## src/rtl/accum_xcel_pkg.sv

```systemverilog
// Shared types and widths for the accumulator accelerator launch controller.
package accum_xcel_pkg;

    localparam int unsigned SIZE_W   = 14;
    localparam int unsigned RESULT_W = 32;
    localparam int unsigned COUNT_W  = 16;
    localparam int unsigned SW_W     = 5;

    typedef enum logic [1:0] {IDLE, LAUNCH, WAIT, DONE} state_e;

endpackage

```

## src/rtl/accum_xcel_launch_if.sv

```systemverilog
// Start/size request and result handshake between the launch controller and the accelerator.
interface accum_xcel_launch_if;
    import accum_xcel_pkg::*;

    logic                xcel_go;
    logic [SIZE_W-1:0]   xcel_size;
    logic                xcel_result_val;
    logic [RESULT_W-1:0] xcel_result;

    modport master (output xcel_go, output xcel_size, input xcel_result_val, input xcel_result);
    modport slave  (input xcel_go, input xcel_size, output xcel_result_val, output xcel_result);

endinterface

```

## src/rtl/accum_xcel_launch_button_debounce.sv

```systemverilog
// Two-flop synchronizer plus saturating run-length counter for a bouncing push-button.
module button_debounce #(
    parameter int unsigned DEBOUNCE_CYCLES = 16
) (
    input  logic clk,
    input  logic rst,
    input  logic in,
    output logic pressed
);

    localparam int unsigned           CNT_W   = $clog2(DEBOUNCE_CYCLES + 1);
    localparam logic [CNT_W-1:0]      CNT_MAX = CNT_W'(DEBOUNCE_CYCLES);

    logic             sync1_q;
    logic             sync2_q;
    logic [CNT_W-1:0] cnt_q;

    always_ff @(posedge clk) begin
        if (rst) begin
            sync1_q <= 1'b0;
            sync2_q <= 1'b0;
            cnt_q   <= '0;
        end else begin
            sync1_q <= in;
            sync2_q <= sync1_q;
            // Saturate so a held button keeps pressed asserted.
            if (!sync2_q) begin
                cnt_q <= '0;
            end else if (cnt_q != CNT_MAX) begin
                cnt_q <= cnt_q + CNT_W'(1);
            end
        end
    end

    assign pressed = (cnt_q == CNT_MAX);

endmodule

```

## src/rtl/accum_xcel_launch.sv

```systemverilog
// Launch controller: debounced button starts the accelerator, then holds its result and latency.
module accum_xcel_launch
    import accum_xcel_pkg::*;
#(
    parameter int unsigned DEBOUNCE_CYCLES = 16,
    parameter int unsigned TIMEOUT_CYCLES  = 1000
) (
    input  logic                 clk,
    input  logic                 rst,
    input  logic                 button,
    input  logic [SW_W-1:0]      switches,
    accum_xcel_launch_if.master  xcel,
    output logic                 busy,
    output logic                 disp_val,
    output logic [RESULT_W-1:0]  disp_result,
    output logic                 timeout,
    output logic [COUNT_W-1:0]   cycle_count
);

    localparam logic [COUNT_W-1:0] TIMEOUT_LIM = COUNT_W'(TIMEOUT_CYCLES);

    logic                pressed;
    logic                start;
    state_e              state_q, state_d;
    logic                go_q, go_d;
    logic [SIZE_W-1:0]   size_q, size_d;
    logic                busy_q, busy_d;
    logic                disp_val_q, disp_val_d;
    logic [RESULT_W-1:0] disp_result_q, disp_result_d;
    logic                timeout_q, timeout_d;
    logic [COUNT_W-1:0]  count_q, count_d;
    logic                release_q, release_d;

    button_debounce #(
        .DEBOUNCE_CYCLES (DEBOUNCE_CYCLES)
    ) u_debounce (
        .clk     (clk),
        .rst     (rst),
        .in      (button),
        .pressed (pressed)
    );

    // A held button only relaunches from DONE after a release has been seen.
    assign start = pressed && ((state_q == IDLE) || ((state_q == DONE) && release_q));

    always_comb begin
        state_d       = state_q;
        go_d          = 1'b0;
        size_d        = size_q;
        busy_d        = busy_q;
        disp_val_d    = disp_val_q;
        disp_result_d = disp_result_q;
        timeout_d     = timeout_q;
        count_d       = count_q;
        release_d     = release_q;

        unique case (state_q)
            IDLE: ;
            LAUNCH: begin
                state_d = WAIT;
                count_d = COUNT_W'(1);
            end
            WAIT: begin
                if (count_q != '1) begin
                    count_d = count_q + COUNT_W'(1);
                end
                // count_q equals the 1-based index of the current WAIT cycle.
                if (xcel.xcel_result_val) begin
                    disp_result_d = xcel.xcel_result;
                    disp_val_d    = 1'b1;
                    busy_d        = 1'b0;
                    state_d       = DONE;
                end else if (count_q >= TIMEOUT_LIM) begin
                    timeout_d = 1'b1;
                    busy_d    = 1'b0;
                    state_d   = DONE;
                end
            end
            DONE: begin
                if (!pressed) begin
                    release_d = 1'b1;
                end
            end
        endcase

        if (start) begin
            state_d    = LAUNCH;
            go_d       = 1'b1;
            busy_d     = 1'b1;
            size_d     = {{(SIZE_W - SW_W){1'b0}}, switches};
            count_d    = '0;
            disp_val_d = 1'b0;
            timeout_d  = 1'b0;
            release_d  = 1'b0;
        end
    end

    always_ff @(posedge clk) begin
        if (rst) begin
            state_q       <= IDLE;
            go_q          <= 1'b0;
            size_q        <= '0;
            busy_q        <= 1'b0;
            disp_val_q    <= 1'b0;
            disp_result_q <= '0;
            timeout_q     <= 1'b0;
            count_q       <= '0;
            release_q     <= 1'b0;
        end else begin
            state_q       <= state_d;
            go_q          <= go_d;
            size_q        <= size_d;
            busy_q        <= busy_d;
            disp_val_q    <= disp_val_d;
            disp_result_q <= disp_result_d;
            timeout_q     <= timeout_d;
            count_q       <= count_d;
            release_q     <= release_d;
        end
    end

    assign xcel.xcel_go   = go_q;
    assign xcel.xcel_size = size_q;
    assign busy           = busy_q;
    assign disp_val       = disp_val_q;
    assign disp_result    = disp_result_q;
    assign timeout        = timeout_q;
    assign cycle_count    = count_q;

endmodule

```

## src/flat_wrapper.sv

```systemverilog
// flat-port wrapper written by rule: the top's interface ports become plain ports
module accum_xcel_launch_flat import accum_xcel_pkg::*;
#(
    parameter int unsigned DEBOUNCE_CYCLES = 16,
    parameter int unsigned TIMEOUT_CYCLES  = 1000
)
  (clk, rst, button, switches, busy, disp_val, disp_result, timeout, cycle_count, xcel_xcel_go, xcel_xcel_size, xcel_xcel_result_val, xcel_xcel_result);
  accum_xcel_launch_if xcel_i ();
  input  logic clk;
  input  logic rst;
  input  logic button;
  input  logic [SW_W-1:0] switches;
  output logic busy;
  output logic disp_val;
  output logic [RESULT_W-1:0] disp_result;
  output logic timeout;
  output logic [COUNT_W-1:0] cycle_count;
  output wire logic [$bits(xcel_i.xcel_go)-1:0] xcel_xcel_go;
  output wire logic [$bits(xcel_i.xcel_size)-1:0] xcel_xcel_size;
  input wire logic [$bits(xcel_i.xcel_result_val)-1:0] xcel_xcel_result_val;
  input wire logic [$bits(xcel_i.xcel_result)-1:0] xcel_xcel_result;
  assign xcel_xcel_go = xcel_i.xcel_go;
  assign xcel_xcel_size = xcel_i.xcel_size;
  assign xcel_i.xcel_result_val = xcel_xcel_result_val;
  assign xcel_i.xcel_result = xcel_xcel_result;
  accum_xcel_launch #(.DEBOUNCE_CYCLES(DEBOUNCE_CYCLES), .TIMEOUT_CYCLES(TIMEOUT_CYCLES)) u_core (.clk(clk), .rst(rst), .button(button), .switches(switches), .xcel(xcel_i), .busy(busy), .disp_val(disp_val), .disp_result(disp_result), .timeout(timeout), .cycle_count(cycle_count));
endmodule
```

## config.mk

```make
export PLATFORM = sky130hd
export DESIGN_NAME = accum_xcel_launch_flat
export DESIGN_NICKNAME = d
export VERILOG_FILES = /design/src/rtl/accum_xcel_pkg.sv /design/src/rtl/accum_xcel_launch_if.sv /design/src/rtl/accum_xcel_launch_button_debounce.sv /design/src/rtl/accum_xcel_launch.sv /design/src/flat_wrapper.sv
export SDC_FILE = /design/constraint.sdc
export NUM_CORES = 1
export LEC_CHECK = 0
export ABC_AREA = 1
export BUFFER_PORTS_ARGS = -buffer_cell sky130_fd_sc_hd__buf_2
export CORE_ASPECT_RATIO = 0.9
export CORE_MARGIN = 5
export CORE_UTILIZATION = 45
export CTS_BUF_LIST = sky130_fd_sc_hd__clkbuf_4 sky130_fd_sc_hd__clkbuf_8
export DETAILED_ROUTE_END_ITERATION = 8
export GPL_TIMING_DRIVEN = 0
export PLACE_DENSITY = 0.72
export SYNTH_ARGS = -nofsm -noshare
export SYNTH_HDL_FRONTEND = slang
export SYNTH_HIERARCHICAL = 1
export SYNTH_SLANG_ARGS = --single-unit
export TNS_END_PERCENT = 50
```

## constraint.sdc

```tcl
create_clock -name clk -period 2.3 [get_ports clk]
set_input_delay 0.46 -clock clk [delete_from_list [all_inputs] [get_ports clk]]
set_output_delay 0.46 -clock clk [all_outputs]
set_load 0.01 [all_outputs]
```

==> results_dict.tcl <==
set metrics [dict create \
    status "complete, no violations" \
    drt-initial-drc-count 131 \
    cts_tree "yes" \
    cts.path.max_buffers 2 \
    ys_warn_count 6 \
    netlist_instances 422 \
    fp.dieH_um 88.2 \
    dp_hpwl_mm 5.89 \
    drv_cap 0 \
    post_cts_buffers 0 \
    hold_depth 3 \
    grt.overflow.total 0 \
    grtUsageTotal_pct 18.1 \
    fin_skew_ns 0.00831 \
    drtAntennaViolNets 0 \
    antenna_found_initial 0 \
    wl_mm 7.80 \
    clk_pin_slew_ns 0.07 \
    yosysUniqueCellTypes 28 \
    final_common_cell "nand2_1" \
    setup_violations 0 \
    coreArea_mm2 0.00659 \
    setup.worst_path.start_class "flop" \
    seq_area_frac_synth_pct 43.8 \
    crit_path_max_fanout 10 \
    cts_buffers 9 \
    worstHoldPathType "in2reg" \
    crit_path_end_kind "flop" \
    min_period_ns 1.84 \
    fp.dieArea_mm2 0.00855 \
    crit_required_ns 2.56 \
    max_freq_mhz 544 \
    drt-pass1-iter-count 4 \
    powerDensity_mw_per_mm2 542 \
    port_buffers 96 \
    insertedDiodeCount 0 \
    htree_num_levels 3 \
    area_growth_pct 25.9 \
    num_rows 28 \
    drive_gt1_share_pct 28.2 \
    n_fill_cell 684 \
    hold_violations 0 \
    gp_congestion 0.832 \
    dieWidth_um 96.9 \
    crit_arrival_ns 2.10 \
    final_cell_mix "nand2_1, buf_2, dfxtp_1, nand3_1, a21oi_1" \
    final_area_mm2 0.00385 \
    finalNetCount 582 \
    clock_sinks 67 \
    rsz0062_at_grt "false" \
    finalMaxSlewViolations 0 \
    max-vdd-ir-drop_v 0.000351 \
    via_count 3037 \
    io_pins 107 \
    drcViolationCount 0 \
    ctsResizeCount 0 \
    vias_per_cell 4.81 \
    crit_type "reg2reg" \
    grt_pass1_vias 2844 \
    start_util_pct 46.4 \
    grt_max_degree 13 \
    ctsRootBufferMaster "clkbuf_8" \
    leakagePower_uw 0.00173 \
    grt_pass1_wl_mm 12.7 \
    min_period_over_period_pct 79.9 \
    ys_seq_elements 67 \
    tns_ns 0 \
    reg2regPathDepth 12 \
    avgRoutedWirePerCell_um 12.3 \
    place_area_mm2 0.00368 \
    syn_area_mm2 0.00306 \
    clock_latency_ns 0.33 \
    postSynthAreaPerCell_um2 7.25 \
    holdBufCountCts 0 \
]
-- flip-flops by register name, indices dropped and copies added (netlist names) --
name                       flops
u_core/u_debounce/sync2_q      1
u_core/state_q                 2
u_core/u_debounce/sync1_q      1
u_core/disp_val                1
u_core/cycle_count            16
u_core/disp_result            32
u_core/busy                    1
u_core/release_q               1
u_core/timeout                 1
u_core/u_debounce/cnt_q        5
u_core/xcel.xcel_size          5
u_core/xcel.xcel_go            1
-- cell usage after synthesis --
| master | number | area (um^2) |
|---|---|---|
| o21ai_4 | 1 | 16.3 |
| buf_6 | 1 | 11.3 |
| nor2_1 | 33 | 124 |
| o21ai_0 | 1 | 5.00 |
| buf_2 | 4 | 20.0 |
| nand4_1 | 8 | 50.1 |
| nand2_1 | 105 | 394 |
| o21ai_1 | 2 | 10.0 |
| inv_1 | 33 | 124 |
| nor2_4 | 5 | 56.3 |
| ha_1 | 4 | 50.1 |
| buf_4 | 9 | 67.6 |
| a21oi_2 | 4 | 35.0 |
| xor2_1 | 1 | 8.76 |
| nand3_2 | 5 | 50.1 |
| clkbuf_1 | 14 | 52.6 |
| a21oi_1 | 48 | 240 |
| or2_2 | 3 | 18.8 |
| nor3_1 | 1 | 5.00 |
| nand2_2 | 1 | 6.26 |
| dfxtp_1 | 67 | 1340 |
| nor2_2 | 3 | 18.8 |
| xnor2_1 | 1 | 8.76 |
| nand2_4 | 1 | 11.3 |
| nand3_1 | 60 | 300 |
| conb_1 | 1 | 3.75 |
| inv_2 | 4 | 15.0 |
| o211ai_1 | 2 | 15.0 |
-- cell type report --
| type | count | area (um^2) | area share, % |
|---|---|---|---|
| sequential | 67 | 1340 | 34.8 |
| clock buffer | 9 | 124 | 3.22 |
| buffer | 28 | 151 | 3.93 |
| tap | 90 | 113 | 2.92 |
| clock inverter | 7 | 45.0 | 1.17 |
| multi-input combinational | 298 | 1460 | 37.8 |
| timing repair buffer | 96 | 480 | 12.5 |
| inverter | 37 | 139 | 3.61 |
-- per-layer routing --
layer,wire [um],GRT usage [%],vias up
met1,3390,22.2,1365
li1,-,-,1579
met3,643,7.57,2
met2,3740,30.1,91
met4,23,4.59,0
met5,0,0,-
-- worst paths after layout --
check	endpoint	slack (ns)	startpoint
setup / recovery	u_core/state_q[1]	0.46	u_core/u_debounce/cnt_q[0]
hold / removal	u_core/xcel.xcel_size[2]	0.32	switches[2]
setup reg to reg	u_core/state_q[1]	0.46	u_core/u_debounce/cnt_q[0]
hold reg to reg	u_core/u_debounce/sync2_q	0.41	u_core/u_debounce/sync1_q
-- critical path, stage by stage, from the launching register on --
cell and delay, ns:
dfxtp_1 0.38, inv_1 0.09, ha_1 0.20, nand2_1 0.06
inv_1 0.08, nand2_1 0.09, inv_1 0.05, nand2_1 0.06
inv_1 0.04, nor2_1 0.25, inv_2 0.11, buf_2 0.22
a21oi_1 0.14
-- stage by stage --
step | utilization, % | std cells | hold slack (ns) | total power [uW] | setup WS (ns)
after floorplan | - | 430 | 0.388 | 1240 | 0.751
after global routing | 58.5 | 632 | 0.307 | 2200 | 0.260
final | 58.5 | 632 | 0.317 | 2090 | 0.461
after detailed placement | 55.9 | 616 | 0.396 | 1280 | 0.468
after global placement | 55.9 | 616 | 0.389 | 1280 | 0.507
after CTS | 58.5 | 632 | 0.295 | 2130 | 0.448
-- cells by family (layout without fill, tap and decap cells) --
kind of cell,Yosys count,count (layout),share of synthesized area [%]
xor gates and xnor gates,2,2,0.573
DFF,67,67,43.8
buffers and inverters,65,177,9.49
and+or+nand+nor,225,225,33.8
adders and majority gates,4,4,1.64
AOI/OAI and AO/OA,58,58,10.5
other,1,9,0.123
-- where the power goes --
part           switching (uW)  total, uW  leakage, uW  internal (uW)
Clock                     446        832    0.0000887            386
Sequential              0.902       1160     0.000540           1160
Combinational            53.6       94.5      0.00110           40.8
No activity file was read; power rests on OpenSTA's default activity.
